[src/rtl/crc16_pkg.sv]
// Shared constants, FSM state type and the single-bit CRC step for the CRC16 frame checker.
package crc16_pkg;

    localparam logic [15:0] CRC16_POLY = 16'h8005;
    localparam logic [15:0] CRC16_INIT = 16'h0000;

    typedef enum logic [1:0] {
        ST_IDLE  = 2'd0,
        ST_SHIFT = 2'd1,
        ST_DONE  = 2'd2
    } crc_state_t;

    // MSB-first, non-reflected LFSR advance by one message bit
    function automatic logic [15:0] crc16_step(input logic [15:0] cur,
                                               input logic        bit_in,
                                               input logic [15:0] poly);
        logic fb;
        fb = cur[15] ^ bit_in;
        return {cur[14:0], 1'b0} ^ (fb ? poly : 16'h0000);
    endfunction

endpackage

[src/rtl/crc16_frame_ctrl_if.sv]
// Byte-input and CRC-result handshake bundle for crc16_frame_ctrl.
interface crc16_frame_ctrl_if;

    logic        s_valid;
    logic [7:0]  s_data;
    logic        s_last;
    logic        s_ready;
    logic        abort;
    logic        crc_valid;
    logic [15:0] crc_value;
    logic        crc_ok;
    logic        crc_ready;
    logic [15:0] frame_len;
    logic        busy;

    modport master (
        output s_valid, s_data, s_last, abort, crc_ready,
        input  s_ready, crc_valid, crc_value, crc_ok, frame_len, busy
    );

    modport slave (
        input  s_valid, s_data, s_last, abort, crc_ready,
        output s_ready, crc_valid, crc_value, crc_ok, frame_len, busy
    );

endinterface

[src/rtl/crc16_lfsr_bit.sv]
// Bit-serial CRC16 LFSR: load has priority over en; one message bit per enabled cycle.
module crc16_lfsr_bit
    import crc16_pkg::*;
#(
    parameter logic [15:0] POLY = CRC16_POLY,
    parameter logic [15:0] INIT = CRC16_INIT
) (
    input  logic        clk,
    input  logic        rst,
    input  logic        load,
    input  logic [15:0] init,
    input  logic        en,
    input  logic        bit_in,
    output logic [15:0] lfsr
);

    always_ff @(posedge clk) begin
        if (!rst) begin
            lfsr <= INIT;
        end else if (load) begin
            lfsr <= init;
        end else if (en) begin
            lfsr <= crc16_step(lfsr, bit_in, POLY);
        end
    end

endmodule

[src/rtl/crc16_frame_ctrl.sv]
// Frame sequencer for a bit-serial CRC16: accepts bytes, shifts them MSB-first,
// and presents the result with crc_ok once the last byte has been consumed.
module crc16_frame_ctrl
    import crc16_pkg::*;
#(
    parameter logic [15:0] POLY = CRC16_POLY,
    parameter logic [15:0] INIT = CRC16_INIT
) (
    input  logic                clk,
    input  logic                rst,
    crc16_frame_ctrl_if.slave   bus
);

    crc_state_t  state_q, state_d;
    logic [2:0]  bit_cnt_q;
    logic [7:0]  data_q;
    logic        last_q;
    logic        started_q;
    logic [15:0] frame_len_q;
    logic [15:0] lfsr;

    logic        s_ready;
    logic        accept;
    logic        shift_en;
    logic        lfsr_load;

    function automatic logic [15:0] sat_inc16(input logic [15:0] v);
        return (v == 16'hFFFF) ? v : v + 16'd1;
    endfunction

    always_comb begin
        state_d  = state_q;
        s_ready  = 1'b0;
        shift_en = 1'b0;
        case (state_q)
            ST_IDLE: begin
                s_ready = !bus.abort;
            end
            ST_SHIFT: begin
                shift_en = !bus.abort;
                if (bit_cnt_q == 3'd0) begin
                    if (!last_q) begin
                        // Next byte may be taken on the same edge as the final bit: no bubble
                        s_ready = !bus.abort;
                        state_d = ST_IDLE;
                    end else begin
                        state_d = ST_DONE;
                    end
                end
            end
            ST_DONE: begin
                if (bus.crc_ready) state_d = ST_IDLE;
            end
            default: state_d = ST_IDLE;
        endcase
        accept    = bus.s_valid && s_ready;
        lfsr_load = accept && !started_q;
        if (accept)    state_d = ST_SHIFT;
        if (bus.abort) state_d = ST_IDLE;
    end

    always_ff @(posedge clk) begin
        if (!rst) begin
            state_q     <= ST_IDLE;
            bit_cnt_q   <= 3'd0;
            last_q      <= 1'b0;
            started_q   <= 1'b0;
            frame_len_q <= 16'd0;
        end else begin
            state_q <= state_d;
            if (bus.abort || state_q == ST_DONE) begin
                started_q <= 1'b0;
            end else if (accept) begin
                started_q <= 1'b1;
            end
            if (accept) begin
                last_q      <= bus.s_last;
                bit_cnt_q   <= 3'd7;
                frame_len_q <= started_q ? sat_inc16(frame_len_q) : 16'd1;
            end else if (shift_en && bit_cnt_q != 3'd0) begin
                bit_cnt_q <= bit_cnt_q - 3'd1;
            end
        end
    end

    // Byte payload carries no control meaning, so it is left out of reset
    always_ff @(posedge clk) begin
        if (accept) data_q <= bus.s_data;
    end

    crc16_lfsr_bit #(
        .POLY (POLY),
        .INIT (INIT)
    ) u_lfsr (
        .clk    (clk),
        .rst    (rst),
        .load   (lfsr_load),
        .init   (INIT),
        .en     (shift_en),
        .bit_in (data_q[bit_cnt_q]),
        .lfsr   (lfsr)
    );

    assign bus.s_ready   = s_ready;
    assign bus.crc_valid = (state_q == ST_DONE);
    assign bus.crc_value = lfsr;
    assign bus.crc_ok    = (lfsr == 16'h0000);
    assign bus.frame_len = frame_len_q;
    assign bus.busy      = (state_q != ST_IDLE);

endmodule

[src/flat_wrapper.sv]
// flat-port wrapper written by rule: the top's interface ports become plain ports
module crc16_frame_ctrl_flat import crc16_pkg::*;
#(
    parameter logic [15:0] POLY = CRC16_POLY,
    parameter logic [15:0] INIT = CRC16_INIT
)
  (clk, rst, bus_s_valid, bus_s_data, bus_s_last, bus_abort, bus_crc_ready, bus_s_ready, bus_crc_valid, bus_crc_value, bus_crc_ok, bus_frame_len, bus_busy);
  crc16_frame_ctrl_if bus_i ();
  input  logic clk;
  input  logic rst;
  input wire logic [$bits(bus_i.s_valid)-1:0] bus_s_valid;
  input wire logic [$bits(bus_i.s_data)-1:0] bus_s_data;
  input wire logic [$bits(bus_i.s_last)-1:0] bus_s_last;
  input wire logic [$bits(bus_i.abort)-1:0] bus_abort;
  input wire logic [$bits(bus_i.crc_ready)-1:0] bus_crc_ready;
  output wire logic [$bits(bus_i.s_ready)-1:0] bus_s_ready;
  output wire logic [$bits(bus_i.crc_valid)-1:0] bus_crc_valid;
  output wire logic [$bits(bus_i.crc_value)-1:0] bus_crc_value;
  output wire logic [$bits(bus_i.crc_ok)-1:0] bus_crc_ok;
  output wire logic [$bits(bus_i.frame_len)-1:0] bus_frame_len;
  output wire logic [$bits(bus_i.busy)-1:0] bus_busy;
  assign bus_i.s_valid = bus_s_valid;
  assign bus_i.s_data = bus_s_data;
  assign bus_i.s_last = bus_s_last;
  assign bus_i.abort = bus_abort;
  assign bus_i.crc_ready = bus_crc_ready;
  assign bus_s_ready = bus_i.s_ready;
  assign bus_crc_valid = bus_i.crc_valid;
  assign bus_crc_value = bus_i.crc_value;
  assign bus_crc_ok = bus_i.crc_ok;
  assign bus_frame_len = bus_i.frame_len;
  assign bus_busy = bus_i.busy;
  crc16_frame_ctrl #(.POLY(POLY), .INIT(INIT)) u_core (.clk(clk), .rst(rst), .bus(bus_i));
endmodule
[config.mk]
export PLATFORM = sky130hd
export DESIGN_NAME = crc16_frame_ctrl_flat
export DESIGN_NICKNAME = d
export VERILOG_FILES = /design/src/rtl/crc16_pkg.sv /design/src/rtl/crc16_frame_ctrl_if.sv /design/src/rtl/crc16_lfsr_bit.sv /design/src/rtl/crc16_frame_ctrl.sv /design/src/flat_wrapper.sv
export SDC_FILE = /design/constraint.sdc
export NUM_CORES = 1
export LEC_CHECK = 0
export ABC_CLOCK_PERIOD_IN_PS = 4000
export CAP_MARGIN = 25
export CORE_MARGIN = 4
export CORE_UTILIZATION = 25
export DETAILED_ROUTE_END_ITERATION = 16
export GPL_TIMING_DRIVEN = 0
export PLACE_DENSITY = 0.49
export SLEW_MARGIN = 20
export SYNTH_ARGS = -nofsm -noshare
export SYNTH_HDL_FRONTEND = slang
export SYNTH_SLANG_ARGS = --single-unit
[constraint.sdc]
create_clock -name clk -period 4 [get_ports clk]
set_input_delay 0.6 -clock clk [delete_from_list [all_inputs] [get_ports clk]]
set_output_delay 0.6 -clock clk [all_outputs]
set_load 0.02 [all_outputs]
### After elaboration in Yosys (flattened, before gate mapping)

Index checks and enable logic that the tools add are counted.

* register bits: 47
* input port bits: 14
* output and inout bits: 36
* word-level logic and storage cells: 59

* $add $sub $neg: 2
* order comparisons: 1
* equality and inequality tests: 9
* muxes and demuxes: 16
* bitwise operators: 4
* reduce and logical (&&, ||, !) cells: 19

Operator list (number)
* two-way mux 16 bit: 3
* adder 16 x 1 -> 16 bit, second input constant: 1
* equality test 16 bit, second input constant: 1
* logical NOT 16 bit: 1
* XOR 16 bit: 1
* two-way mux 2 bit: 3
* two-way mux 3 bit: 2
* case mux 2 bit (3 select lines): 1
* AND reduction 3 bit: 2
* OR reduction 2 bit: 3
* two-way mux 1 bit: 5
* less-than comparator 3 x 4 -> 1 bit, second input constant: 1
* != test 2 x 1 -> 1 bit, second input constant: 2
* != test 2 bit, second input constant: 2
* nonzero test 2 bit: 2
* binary-select mux 1 bit (select 3 bit): 1
* logical AND 1 bit: 3
* logical NOT 3 bit: 1
* != test 3 x 1 -> 1 bit, second input constant: 1
* != test 3 x 2 -> 1 bit, second input constant: 1
* nonzero test 3 bit: 1
* OR reduction 3 bit: 1
* subtractor 3 x 1 -> 3 bit, second input constant: 1
* equality test 2 x 1 -> 1 bit, second input constant: 1
* other kinds (8): 10

### Depth between registers and ports, before layout

* depth in word-level cells: 7
* gate-level depth with buffers: 8

### Cells and area by module

A second synthesis with hierarchy kept.

* cells, all modules: 256
* area, all modules: 2536.2 um2

Modules (own cells, without submodules)
* crc16_frame_ctrl: instances 1, cells each 178, area each 1751.7 um2
* crc16_lfsr_bit: instances 1, cells each 78, area each 784.5 um2

### Worst setup path before layout

OpenSTA, ideal clock, no wires.

* path kind: register to register
* from: reg u_core.bit_cnt_q[0]
* to: reg u_core.frame_len_q[1] (netlist: u_core.bus.frame_len[1])
* library setup time: 0.117 ns
* arrival: 1.718 ns
* required time: 3.883 ns
* setup slack: 2.165 ns
* stages on the path, launching flop included: 9
* cell sequence: dfxtp_1 -> inv_1 -> ha_1 -> nor3b_2 -> o211ai_2 -> inv_1 -> o21ai_1 -> mux2i_1 -> nor2_1

* cells in the longest elaborated chain, start to end: 5

RTL lines
* start: declaration: RTL line crc16_frame_ctrl.sv:15 `logic [2:0] bit_cnt_q;`
* start signal: assignment: RTL line crc16_frame_ctrl.sv:81 `bit_cnt_q <= bit_cnt_q - 3'd1;`
* logical NOT 3 bit: RTL line crc16_frame_ctrl.sv:41 `if (bit_cnt_q == 3'd0) begin`
* two-way mux 1 bit: RTL line crc16_frame_ctrl.sv:41
* case mux 1 bit (2 select lines): RTL line crc16_frame_ctrl.sv:35 `case (state_q)`
* logical AND 1 bit: RTL line crc16_frame_ctrl.sv:56 `accept = bus.s_valid && s_ready;`
* via u_core.accept: RTL line crc16_frame_ctrl.sv:23 `logic accept;`
* AND reduction 2 bit (no source line)
* end signal: assignment: RTL line crc16_frame_ctrl.sv:79 `frame_len_q <= started_q ? sat_inc16(frame_len_q) : 16'd1;`
* end: declaration: RTL line crc16_frame_ctrl.sv:19 `logic [15:0] frame_len_q;`

The timed path passes the listed nets, and every way through them passes these cells.
A chain may end at the register's enable or synchronous reset.

### Worst setup path in the final report

* from: reg u_core.bit_cnt_q[0]
* to: out bus_s_ready

* cells in the longest elaborated chain, start to end: 3

RTL lines
* logical NOT 3 bit: RTL line crc16_frame_ctrl.sv:41
* two-way mux 1 bit: RTL line crc16_frame_ctrl.sv:41
* case mux 1 bit (2 select lines): RTL line crc16_frame_ctrl.sv:35
* end: declaration: RTL line flat_wrapper.sv:16 `output wire logic [$bits(bus_i.s_ready)-1:0] bus_s_ready;`

No other way between the ends.

==> results.yml <==
detailed_routing:
  post-route-drc-count: 0
  vias: 1712
  drt.antenna.violating_nets: 0
  drtPass1Iterations: 4
  routed_wl_mm: 4.91
  wl_per_cell_um: 13.0
  vias_per_cell: 4.52
  drtIter0Drc: 50
cells_and_area:
  num_antenna_cells: 0
  fin_nets: 290
  fill_cells: 885
  final_cell_area_sq_mm: 0.00279
  fin_util_pct: 34.2
  drive_above_1_share_pct: 6.93
  area_growth_pct: 33.8
clock_network:
  cts_buffer_depth: 2
  cts_root_buf: "clkbuf_8"
  cts_tree: "built"
  ctsHoldBuffers: 0
  clock_latency_ps: 300
  post_cts_buffers: 0
  clk_pin_slew_worst_paths_ps: 90
  cts_resized: 0
  cts_buffers: 5
  htreeDepth: 2
  cts.sinks: 47
floorplanning:
  core-area_sq_mm: 0.00818
  die_h_um: 99.4
  rows: 33
  chipWidth_um: 99.4
  io_pins: 50
  start_util_pct: 25.5
  dieArea_sq_mm: 0.00988
critical_path:
  arrival_ps: 2160
  start_kind: "flip-flop"
  required_ps: 3400
  end_kind: "output port"
  worstPathMaxFanout: 5
  critPathKind: "reg2out"
power:
  p_leak_uw: 0.000988
  p_per_area_mw_per_mm2: 306
  ir_drop_mv: 0.133
timing:
  hold_violations: 0
  period_minus_slack_ps: 2760
  drv_slew: 0
  worst_slew_pin_slew_ps: 541
  fmax_ghz: 0.362
  setup-tns-final_ps: 0
  min_period_over_period_pct: 69.0
  relSlewSlack_pct: 63.8
  setup_viol: 0
  rsz0062_at_grt: "false"
  skew_ps: 6.51
outcome:
  status: "finished, final reports clean"
placed_design:
  port_buffers: 49
  dpl_cell_area_sq_mm: 0.00271
  gp_congestion: 0.721
  hpwl_mm: 3.64
grt:
  overflow: 0
  grt_first_pass_wirelength_mm: 7.93
  antenna_found_initial: 0
  grt_pass1_vias: 1595
  grt_max_degree: 15
  grt_use_total_pct: 9.98
yosys:
  ys_seq_area_share_pct: 48.9
  synth_edf_count: 8
  ys_warn_count: 0
  ys_seq_elements: 47
  syn_nets: 234
  syn-cell-area_sq_mm: 0.00209
  avgSynthCellArea_sq_um: 9.62
  synth_cell_type_count: 44
  synthFlopType: "dfxtp_1"
  async_flop_share_pct: 0
  syn_inst: 217
hold_path:
  hp-class: "reg2reg"
job:
  drv_cap: 0
final timing paths:
path,slack [ps],depth (start not counted),endpoint,from
worst min-delay path,500,2,u_core.u_lfsr.lfsr[9],u_core.u_lfsr.lfsr[8]
worst max register to register,1760,8,u_core.bus.frame_len[1],u_core.bit_cnt_q[0]
worst max-delay path,1240,6,bus_s_ready,u_core.bit_cnt_q[0]
worst min register to register,500,2,u_core.u_lfsr.lfsr[9],u_core.u_lfsr.lfsr[8]
through the flow:
step	power, uW	hold WS [ps]	setup WS (ps)	std cells
2_1_floorplan	555	468	2160	217
3_3_place_gp	586	475	1240	371
3_5_place_dp	587	482	1240	371
4_1_cts	872	495	1220	379
5_1_grt	897	514	1120	379
6_report	854	495	1240	379
flip-flops by register name (all words and copies together), names as in the netlist:
signal	cells
u_core.bus.frame_len	16
u_core.u_lfsr.lfsr	16
u_core.state_q	2
u_core.last_q	1
u_core.started_q	1
u_core.bit_cnt_q	3
u_core.data_q	8
area by class of cell:
| class | instances | area (sq um) | share of cell area, % |
|---|---|---|---|
| clock buffer | 5 | 68.8 | 2.46 |
| clock inverter | 3 | 15.0 | 0.537 |
| buffer | 6 | 27.5 | 0.985 |
| multi-input combinational | 158 | 1020 | 36.4 |
| timing repair buffer | 49 | 490 | 17.6 |
| tap | 105 | 131 | 4.70 |
| sequential | 47 | 1020 | 36.5 |
| inverter | 6 | 22.5 | 0.806 |
report_power, final:
group | internal (uW) | total, uW | switching [uW]
sequential | 489 | 497 | 7.37
clock | 119 | 279 | 160
combinational | 38.4 | 78.0 | 39.6
cell usage in the layout, fill, tap and decap left out, types with 2 or more instances in the layout:
master	instances
mux2i_1	2
nor4_1	4
xnor2_1	4
o211ai_1	3
o2111ai_1	2
nand4_1	4
nor2b_1	2
nor3_1	2
o21ai_1	3
xor2_1	12
dfxtp_1	39
clkinv_1	3
ha_1	3
buf_2	4
inv_1	5
mux4_1	2
nand2_1	34
or2_2	2
nand3_1	2
or3_1	2
and3_1	5
clkdlybuf4s50_1	49
and2_1	2
nand2b_1	2
and4_1	4
clkbuf_8	5
edfxtp_1	8
clkbuf_1	2
a21oi_1	17
nor2_1	24
a21boi_0	3
o21ai_0	2
o211a_1	3
cells in the mapped netlist, drive strengths merged, types with 4 or more instances:
| cell | number | area share, % |
|---|---|---|
| dfxtp | 39 | 37 |
| nand2 | 34 | 6.1 |
| nor2 | 24 | 4.3 |
| a21oi | 17 | 4.1 |
| xor2 | 12 | 5.0 |
| edfxtp | 8 | 12 |
| and3 | 5 | 1.5 |
| inv | 5 | 0.90 |
| nand4 | 5 | 1.8 |
| o21ai | 5 | 1.2 |
| xnor2 | 5 | 2.5 |
| a21boi | 4 | 1.4 |
| and4 | 4 | 1.7 |
| buf | 4 | 0.96 |
| nor4 | 4 | 1.2 |
| o211ai | 4 | 1.7 |
metal layers:
metal / routed length [um] / track usage (%) / share of wire, % / vias up
li1: - / - / - / 877
met3: 191 / 2.59 / 3.9 / 5
met2: 2180 / 15.4 / 44 / 33
met4: 80 / 3.78 / 1.6 / 0
met5: 0 / 0 / 0 / -
met1: 2460 / 13.4 / 50 / 797
cells by family (layout without fill, tap and decap cells):
| logic type | count (synthesis) | in the layout | share of synthesized area [%] |
|---|---|---|---|
| xor gates and xnor gates | 17 | 17 | 7.49 |
| and+or+nand+nor | 94 | 94 | 22.5 |
| DFF | 47 | 47 | 48.9 |
| buffers and inverters | 12 | 69 | 2.40 |
| AOI/OAI and AO/OA | 39 | 39 | 12.3 |
| adders and majority gates | 3 | 3 | 1.80 |
| muxes | 5 | 5 | 4.55 |
worst max-delay path, cell delays in order (launching register included):
cell and delay [ps]:
dfxtp_1 370, inv_1 100, ha_1 180, nor3b_2 370, nor2_1 70, nor2_1 140
clkdlybuf4s50_1 620
Note: power is estimated with default switching activity, not from simulation.
